`src/rtl/quad_serializer.sv`:
```
// quad_serializer: captures four parallel 8-bit words and emits them as
// biased single-word beats over a valid/ready stream.
// Optional feature: define QUAD_SERIALIZER_CHECKSUM_EN to append a fifth
// beat carrying the mod-256 sum of the four biased words.
module quad_serializer #(
    parameter logic signed [3:0] BIAS  = -4'sd1,
    parameter bit                ORDER = 1'b0
) (
    input  logic       clk,
    input  logic       resetn,
    input  logic       in_valid,
    output logic       in_ready,
    input  logic [7:0] y1,
    input  logic [7:0] y2,
    input  logic [7:0] y3,
    input  logic [7:0] y4,
    output logic       out_valid,
    input  logic       out_ready,
    output logic [7:0] out_data,
    output logic [2:0] out_idx,
    output logic       out_last
);

`ifdef QUAD_SERIALIZER_CHECKSUM_EN
    localparam logic [2:0] LAST_IDX = 3'd4;
`else
    localparam logic [2:0] LAST_IDX = 3'd3;
`endif

    // BIAS sign-extended to the data width; the add wraps mod 256
    localparam logic [7:0] BIAS_EXT = {{4{BIAS[3]}}, BIAS};

    typedef enum logic {IDLE, SEND} state_t;

    state_t     state_q, state_d;
    logic [2:0] cnt_q, cnt_d;
    logic       capture;
    logic [7:0] word_q [4];
    logic [7:0] biased [4];
    logic [1:0] sel;

    // State and beat counter register
    always_ff @(posedge clk or negedge resetn) begin
        if (!resetn) begin
            state_q <= IDLE;
            cnt_q   <= 3'd0;
        end else begin
            state_q <= state_d;
            cnt_q   <= cnt_d;
        end
    end

    // Word holding registers; loaded only on the input handshake so upstream
    // changes during SEND cannot disturb the group in flight
    always_ff @(posedge clk or negedge resetn) begin
        if (!resetn) begin
            for (int i = 0; i < 4; i++) begin
                word_q[i] <= 8'h00;
            end
        end else if (capture) begin
            word_q[0] <= y1;
            word_q[1] <= y2;
            word_q[2] <= y3;
            word_q[3] <= y4;
        end
    end

    // Next-state logic: accept a group in IDLE, advance one beat per handshake in SEND
    always_comb begin
        state_d = state_q;
        cnt_d   = cnt_q;
        capture = 1'b0;
        unique case (state_q)
            IDLE: begin
                if (in_valid) begin
                    capture = 1'b1;
                    cnt_d   = 3'd0;
                    state_d = SEND;
                end
            end
            SEND: begin
                if (out_ready) begin
                    if (cnt_q == LAST_IDX) begin
                        cnt_d   = 3'd0;
                        state_d = IDLE;
                    end else begin
                        cnt_d = cnt_q + 3'd1;
                    end
                end
            end
            default: begin
                state_d = IDLE;
                cnt_d   = 3'd0;
            end
        endcase
    end

    // Biased copies of the captured words
    always_comb begin
        for (int i = 0; i < 4; i++) begin
            biased[i] = word_q[i] + BIAS_EXT;
        end
    end

`ifdef QUAD_SERIALIZER_CHECKSUM_EN
    logic [7:0] checksum;

    // Mod-256 sum of the four biased words for the trailing beat
    always_comb begin
        checksum = biased[0] + biased[1] + biased[2] + biased[3];
    end
`endif

    // Word select: ORDER=1 walks the words from y4 down to y1
    always_comb begin
        sel = ORDER ? ~cnt_q[1:0] : cnt_q[1:0];
    end

    // Outputs; beat fields are forced to zero outside SEND so reset and IDLE look clean
    always_comb begin
        in_ready  = (state_q == IDLE);
        out_valid = (state_q == SEND);
        out_data  = 8'h00;
        out_idx   = 3'd0;
        out_last  = 1'b0;
        if (state_q == SEND) begin
            out_idx  = cnt_q;
            out_last = (cnt_q == LAST_IDX);
`ifdef QUAD_SERIALIZER_CHECKSUM_EN
            if (cnt_q == 3'd4) begin
                out_data = checksum;
            end else begin
                out_data = biased[sel];
            end
`else
            out_data = biased[sel];
`endif
        end
    end

endmodule

```
`config.mk`:
```
export PLATFORM = sky130hd
export DESIGN_NAME = quad_serializer
export DESIGN_NICKNAME = d
export VERILOG_FILES = /design/src/rtl/quad_serializer.sv
export SDC_FILE = /design/constraint.sdc
export NUM_CORES = 1
export LEC_CHECK = 0
export ABC_AREA = 1
export CAP_MARGIN = 10
export CORE_ASPECT_RATIO = 1.1
export CORE_UTILIZATION = 31
export DETAILED_ROUTE_END_ITERATION = 6
export GPL_TIMING_DRIVEN = 0
export SLEW_MARGIN = 10
export SYNTH_ARGS = -nofsm -noshare
export SYNTH_HDL_FRONTEND = slang
export SYNTH_SLANG_ARGS = --single-unit
```
`constraint.sdc`:
```
create_clock -name clk -period 3.83 [get_ports clk]
set_input_delay 0.766 -clock clk [delete_from_list [all_inputs] [get_ports clk]]
set_output_delay 0.766 -clock clk [all_outputs]
set_load 0.005 [all_outputs]
```
==> results of run 1 <==
[cells in the mapped netlist (4+ instances only)]
cell type / count / area [um2]
inv_2: 15 / 56.30
nand2_1: 81 / 304.0
nand4_1: 4 / 25.02
nor2_1: 28 / 105.1
ha_1: 5 / 62.56
nand3_1: 26 / 130.1
buf_2: 6 / 30.03
o21ai_0: 41 / 205.2
inv_1: 24 / 90.09
o21ai_1: 8 / 40.04
dfrtp_1: 36 / 900.9
nor2_2: 6 / 37.54
a21oi_1: 9 / 45.04
[area by class of cell]
cell class	instances	area, um2
fillers	724	3807
multi-input cells	221	1066
flip-flops and latches	36	900.9
repair buffers	50	505.5
inverters	41	163.9
well taps	82	102.6
clock buffers	8	90.09
plain buffers	10	73.82
[layout by cell type (no fill, tap or decap), drive strengths merged, types with 4 or more instances in the layout]
cell and count:
clkbuf 9, a21oi 9, clkdlybuf4s50 48, ha 5
nor2 36, dfrtp 36, o21ai 49, inv 40
nand3 27, buf 11, nand2 84, nand4 4
[how the worst min path moves through the flow]
stage                    start          to  slack (ps)  cells after the start
floorplan            word_q[7]   word_q[7]         460                      2
global placement     word_q[7]   word_q[7]         470                      2
detailed placement  word_q[15]  word_q[15]         490                      2
CTS                     resetn  word_q[10]         260                      1
global route            resetn  word_q[10]         250                      1
finish                  resetn  word_q[10]         270                      1
[per-stage QoR]
stage | power, W | setup WS [ps] | cell area (um2)
2_1_floorplan | 0.001585 | 1931 | 2205
3_3_place_gp | 0.002128 | 1129 | 2798
3_5_place_dp | 0.002149 | 1276 | 2813
4_1_cts | 0.002445 | 950.4 | 2903
5_1_grt | 0.002664 | 785.0 | 2903
6_report | 0.002422 | 948.7 | 2903
[report_power, final]
part | internal [W] | total, W | switching [W]
Clock | 0.000147 | 0.000280 | 0.000133
Combinational | 0.000636 | 0.00143 | 0.000797
Sequential | 0.000563 | 0.000710 | 0.000146
Total | 0.00135 | 0.00242 | 0.00108
[cell families (layout without fill, tap and decap cells)]
kind of cell,Yosys count,after routing
flip-flops,36,36
adder cells (fa/ha/maj),5,5
AND/OR/NAND/NOR,152,152
AO/OA/AOI/OAI,63,63
XOR/XNOR,1,1
buffers and inverters,51,109
[metal layers]
layer  up-vias  track usage  routed length, um
li1       1107            -                  -
met1       981       0.2332               2681
met2        60       0.2700               2635
met3         7      0.03636                328
met4         0      0.03509                 53
met5         -            0                  0
[sequential cells by signal, indices dropped and copies added, names as in the netlist]
| register | cells |
|---|---|
| cnt_q | 3 |
| word_q | 32 |
| out_valid | 1 |
[worst register-to-register path, cell delays in order, from the launching register on]
cell	delay (ps)
dfrtp_1	400
buf_6	150
nor2_8	160
buf_2	240
nand2_1	80
o21ai_0	80
==> results.md, run 1 <==
- Routed wire length: 5.698 mm
- R2R depth: 5
- Final global-route overflow total: 0
- Peak Freq: 0.3471 GHz
- Mux contribution to synthesized area: 0
- Clock Pin Slew Worst Setup and Hold Paths: 70 ps
- Sequential area share after synthesis: 0.4086
- Core Box Area: 0.006710 mm2
- Setup_tns: 0 ps
- Worst Path Arrival: 2120 ps
- Static Leak: 1.346 nW
- Synth Area in Simple Gates: 0.3031
- Port-buffer cells: 49
- Tmin final: 2881 ps
- Syn Area/Cell: 7.158 um2
- FF-to-FF Start: out_valid
- Die Footprint: 0.007453 mm2
- Via Count: 2155
- Warnings from Yosys: 0
- CTS tree: yes
- Clock Skew: 4.914 ps
- Max Transition Viols Final: 0
- Clk_lat worst skew: 290 ps
- Origin of the worst setup path: word_q[0]
- Post-route ant nets: 0
- CTS buffer count: 5
- Placement row count: 31
- Synth Cell Area: 0.002205 mm2
- Clock Tree Root: clkbuf_8
- DR pass1 iterations: 4
- Critical Path, Cell by Cell: inv_2 > ha_1 > nand2_1 > nor2_2 > nand2_1 > nand2_1 > o21ai_1 > o22ai_1 > clkdlybuf4s50_1
- Post-cts hold buffer count: 0
- Dpl cells: 440
- Share of cells above drive strength 1: 0.1284
- FF-to-FF setup slack: 2640 ps
- Synth Area in Adders: 0.02838
- Post-CTS setup buffers: 0
- Largest net degree at the start of global routing: 36
- RSZ-0062 raised after global routing: false
- Vias in the first global route: 2175
- Cells after synthesis: 308
- Post-synthesis xor/xnor area fraction: 0.003973
- Main combinational cell family by area after synthesis: simple AND/OR/NAND/NOR gates
- Die W: 82.41 um
- Layout area overhead: 31.67%
- Status: complete, no violations
- DRC: 0
- Worst slew margin: 0.8294
- Post-CTS sizing: 0
- Critical path type: flip-flop to output port
- Final period util: 0.7523
- H-Tree Depth: 2
- Synth Area in Compound Gates: 0.1481
- RR Endpoint: word_q[12]
- Peak supply drop: 0.0005034 V
- CP max stage delay: 530 ps
- CTS Sinks: 36
- Gpl congestion: 0.8489
- Count of final setup violators: 0
- Hold slack: 266.2 ps
- CP delay by family, top: buffers and inverters
- Post-synth cell types: 28
- First-pass GRT wire length: 9.798 mm
- Finished Layout Cells: 448
- Worst setup path endpoint: out_data[4]
- Routed wire per std cell: 12.72 um
- Worst Path Buf+Inv: 2
- Stages on the worst setup path: 9
- HPWL Detailed: 4.419 mm
- Ant. Diodes: 0
- Yosys reg bits: 36
- Hold Vio Cnt, Final: 0
- Synth Flop Type: dfrtp_1
- Via/cell ratio: 4.810
- Post-Synthesis Net Count: 349
- GRT Total Usage: 0.1697
- Max Buffers Root-to-Sink: 2
- Pwr Density: 834.4 mW/mm2
- Number of synthesized flops with an enable pin: 0
- Ports placed on the boundary: 50
- Crit-path most repeated cell: nand2_1
- Min-delay worst type: input pin to async pin
- Slowest CP cell: clkdlybuf4s50_1
- Die height: 90.45 um
- Ys async rst share: 1.000
- CP startpoint kind: flip-flop
- Fin util: 0.4326
- Initial antenna violation count: 0
- WP data required: 3060 ps
- Max_cap viols: 0
- Detailed Route Iter0 Violations: 173
- Initial core utilization: 0.3285
- CP Capture Type: output port
- CP Max Fanout: 3
- Tightest Pin Transition: 253.2 ps
- Fin nets: 406
No activity file was read; power rests on OpenSTA's default activity.
==> run 2: changes to the inputs <==
- clock period: 3.83 -> 2.83 ns (I/O delays scaled with it)
==> run 2 against run 1 <==
Worst setup slack lost 800 ps; global-route usage did not move; clock power increased by 35%; hold slack lost 200 ps; sequential cell count unchanged; core utilization is essentially flat; final cell count unchanged; count of clock-buffer cells in the layout stayed put; largest power group unchanged; highest routed layer unchanged.
==> results.md, run 2 (synthesis gave the netlist of run 1 again) <==
- Status: complete, no violations
- H-Tree Depth: 2
- CP startpoint kind: flip-flop
- Post-route ant nets: 0
- Die height: 90.45 um
- Most frequent cells in the layout: 81 x nand2_1, 47 x clkdlybuf4s50_1, 41 x o21ai_0, 36 x dfrtp_1, 28 x nor2_1
- Min-delay worst type: input pin to async pin
- Max reg flops: 32
- Worst slew margin: 0.8294
- Hold Vio Cnt, Final: 0
- Die W: 82.41 um
- Max Transition Viols Final: 0
- Hold slack: 66.22 ps
- CP Max Fanout: 3
- CTS Sinks: 36
- GRT Total Usage: 0.1697
- Tightest Pin Transition: 253.2 ps
- Finished Layout Cells: 448
- Detailed Route Iter0 Violations: 166
- Critical path type: flip-flop to output port
- Via Count: 2159
- Max_cap viols: 0
- Largest net degree at the start of global routing: 36
- Placement row count: 31
- Routed wire per std cell: 12.73 um
- Clk_lat worst skew: 290 ps
- FF-to-FF setup slack: 1640 ps
- Initial antenna violation count: 0
- Slowest CP cell: clkdlybuf4s50_1
- RSZ-0062 raised after global routing: false
- Fin util: 0.4330
- CP Capture Type: output port
- Final period util: 0.9474
- Clock Pin Slew Worst Setup and Hold Paths: 70 ps
- Via/cell ratio: 4.819
- Share of cells above drive strength 1: 0.1284
- Worst Path Buf+Inv: 2
- Initial core utilization: 0.3285
- CTS buffer count: 5
- Clock Skew: 4.914 ps
- Ports placed on the boundary: 50
- Port-buffer cells: 49
- Crit-path most repeated cell: nand2_1
- Setup_tns: 0 ps
- DR pass1 iterations: 4
- Critical Path, Cell by Cell: inv_2 > ha_1 > nand2_1 > nor2_2 > nand2_1 > nand2_1 > o21ai_1 > o22ai_1 > clkdlybuf4s50_1
- Worst Path Arrival: 2120 ps
- Peak Freq: 0.3730 GHz
- Dpl cells: 440
- WP data required: 2260 ps
- CTS tree: yes
- Count of final setup violators: 0
- Fin nets: 406
- Layout area overhead: 31.78%
- Clock Tree Root: clkbuf_8
- Core Box Area: 0.006710 mm2
- Commonest non-fill, non-tap cell in the layout: nand2_1
- Final global-route overflow total: 0
- Die Footprint: 0.007453 mm2
- Vias in the first global route: 2175
- Ant. Diodes: 0
- Post-cts hold buffer count: 0
- Routed wire length: 5.703 mm
- Peak supply drop: 0.0006813 V
- Tmin final: 2681 ps
- Max Buffers Root-to-Sink: 2
- Pwr Density: 1127 mW/mm2
- HPWL Detailed: 4.419 mm
- Largest Register: word_q
- CP max stage delay: 530 ps
- First-pass GRT wire length: 9.798 mm
- DRC: 0
- Static Leak: 1.357 nW
- Gpl congestion: 0.8489
- CP delay by family, top: buffers and inverters
[run 2: worst register-to-register path: cells and delay by family (launching register included)]
| kind | cells | cell delay [ps] |
|---|---|---|
| AOI/OAI and AO/OA | 1 | 80 |
| buffers and inverters | 2 | 390 |
| DFF | 1 | 400 |
| and+or+nand+nor | 2 | 240 |
[run 2: through the flow]
step                      area, um2  worst slack, ps  power, W
after global routing           2905            34.49  0.003597
after detailed placement       2813            476.3  0.002908
after floorplan                2205             1131  0.002145
after global placement         2798            328.6  0.002880
after CTS                      2903            150.4  0.003309
final                          2905            148.7  0.003273
[run 2: power breakdown]
part / total (W) / switching, W / internal, W
registers: 0.000960 / 0.000198 / 0.000762
clock network: 0.000379 / 0.000180 / 0.000199
logic: 0.00193 / 0.00108 / 0.000856
[run 2: path summary, 6_finish.rpt]
path,from,end,cells after the start
max,word_q[0],out_data[4],9
min,resetn,word_q[10],1
max reg2reg,out_valid,word_q[12],5
min reg2reg,word_q[7],word_q[7],2
max in group asynchronous,resetn,word_q[27],2
min in group clk,word_q[7],word_q[7],2
[run 2: routing by layer]
layer,wire length (um),up-vias,track usage,share of wire
met5,0,-,0,0
met4,53,0,0.03509,0.0093
met3,333,7,0.03636,0.058
met2,2634,62,0.2700,0.46
met1,2681,983,0.2332,0.47
li1,-,1107,-,-
[run 2: timing repair]
| item | 4_1_cts | 5_1_grt |
|---|---|---|
| gates resized for setup | 0 | 1 |
| endpoints found under the setup margin | 0 | 1 |
| buffers inserted | 0 | 0 |
[run 2: final cells by class]
| cell class | instances | area [um2] |
|---|---|---|
| fillers | 723 | 3805 |
| multi-input cells | 221 | 1066 |
| flip-flops and latches | 36 | 900.9 |
| repair buffers | 50 | 508.0 |
| inverters | 41 | 163.9 |
| well taps | 82 | 102.6 |
| clock buffers | 8 | 90.09 |
| plain buffers | 10 | 73.82 |
==> run 3: changes to the inputs <==
- CORE_UTILIZATION: 31 -> 30
==> run 3 against run 2 <==
Hold slack gained 160 ps; sequential share of layout area about the same; global-route usage is 1.5 points lower; count of clock-buffer cells in the layout stayed put; core utilization down 2.0 points; via count down 0.37%.
==> results.md, run 3 (synthesis gave the netlist of run 1 again) <==
- Dpl cells: 443
- GRT Total Usage: 0.1545
- Vias in the first global route: 2030
- CP Capture Type: output port
- Via Count: 2151
- Hold Vio Cnt, Final: 0
- Via/cell ratio: 4.769
- DR pass1 iterations: 4
- Status: complete, no violations
- First-pass GRT wire length: 9.439 mm
- Worst Path Arrival: 2090 ps
- CTS Sinks: 36
- Clock Tree Root: clkbuf_8
- Layout area overhead: 31.95%
- Final global-route overflow total: 0
- Die W: 83.74 um
- Commonest non-fill, non-tap cell in the layout: nand2_1
- DRC: 0
- Static Leak: 1.345 nW
- Post-cts hold buffer count: 0
- Core Box Area: 0.007047 mm2
- Max Used Layer: met4
- Most frequent cells in the layout: 81 x nand2_1, 48 x clkdlybuf4s50_1, 41 x o21ai_0, 36 x dfrtp_1, 28 x nor2_1
- Pre-CTS WS: 489.6 ps
- Port-buffer cells: 49
- Clock Pin Slew Worst Setup and Hold Paths: 70 ps
- Max Transition Viols Final: 0
- Fin nets: 406
- Detailed Route Iter0 Violations: 97
- Peak Freq: 0.3766 GHz
- Pwr Density: 1121 mW/mm2
- Worst slew margin: 0.8268
- Gpl congestion: 0.8655
- Ports placed on the boundary: 50
- HPWL Detailed: 4.300 mm
- Finished Layout Cells: 451
- Max Buffers Root-to-Sink: 2
- Largest Register: word_q
- Count of final setup violators: 0
- Clk_lat worst skew: 290 ps
- WP data required: 2260 ps
- Met3 routed WL: 361 um
- Final period util: 0.9383
- CTS tree: yes
- Placement row count: 32
- Share of cells above drive strength 1: 0.1311
- Routed wire per std cell: 12.32 um
- Max reg flops: 32
- R2R depth: 5
- H-Tree Depth: 2
- Tightest Pin Transition: 259.7 ps
- Largest net degree at the start of global routing: 37
- Setup_tns: 0 ps
- Fillers: 736
- RSZ-0062 raised after global routing: false
- Final setup margin: 174.5 ps
- Die height: 91.91 um
- Max_cap viols: 0
- Critical path type: flip-flop to output port
- Post-route ant nets: 0
- Peak supply drop: 0.0006917 V
- Routed wire length: 5.557 mm
- DR WL met2: 2.587 mm
- Min-delay worst type: input pin to async pin
- Tmin final: 2655 ps
- CP Max Fanout: 3
- Die Footprint: 0.007696 mm2
- Clock Skew: 3.046 ps
- Ant. Diodes: 0
- CP startpoint kind: flip-flop
- WL met1: 2.546 mm
- CTS buffer count: 5
- Initial core utilization: 0.3129
- Initial antenna violation count: 0
-- run 3: timing repair --
action / in CTS / in global routing
setup buffers: 0 / 0
endpoints found under the setup margin: 0 / 1
gates resized for setup: 0 / 1
-- run 3: through the flow --
stage | hold WS [ps] | total power (W) | utilization | instance area [um2]
5_1_grt | 239.2 | 0.003597 | 0.4128 | 2909
4_1_cts | 232.2 | 0.003293 | 0.4125 | 2907
6_report | 226.6 | 0.003262 | 0.4128 | 2909
3_3_place_gp | 479.6 | 0.002871 | 0.3976 | 2801
3_5_place_dp | 490.5 | 0.002892 | 0.3997 | 2816
2_1_floorplan | 270.4 | 0.002145 | - | 2205
-- run 3: worst max-delay path, cell delays in order, from the launching register on --
cell	delay [ps]
dfrtp_1	400
inv_2	80
ha_1	190
nand2_1	80
nor2_2	120
nand2_1	100
o21ai_1	140
nand3_1	100
nand3_1	110
nand2_1	70
clkdlybuf4s50_1	440
-- run 3: per-layer routing --
layer  vias to the layer above  track usage
met1                       982       0.2101
met4                         0      0.03814
met3                         6      0.03690
li1                       1106            -
met2                        57       0.2473
met5                         -            0
-- run 3: power breakdown --
group	switching (W)	internal (W)	total, W
Clock	0.000180	0.000199	0.000379
Combinational	0.00106	0.000862	0.00193
Sequential	0.000194	0.000762	0.000956
-- run 3: layout make-up --
class                           count  area, um2  area share
Buffer                             10      73.82     0.02538
Clock buffer                        8      90.09     0.03097
Inverter                           41      163.9     0.05634
Multi-Input combinational cell    221       1069      0.3673
Sequential cell                    36      900.9      0.3097
Tap cell                           85      106.4     0.03656
Timing Repair Buffer               50      505.5      0.1738
-- run 3: worst paths after layout --
path / from / to / slack, ps
worst min register to register: word_q[15] / word_q[15] / 510
worst max-delay path: word_q[0] / out_data[6] / 170
worst min-delay path: resetn / word_q[10] / 230
min in group clk: word_q[15] / word_q[15] / 510
worst max register to register: out_valid / word_q[30] / 1660
max in group asynchronous: resetn / cnt_q[1] / 2410
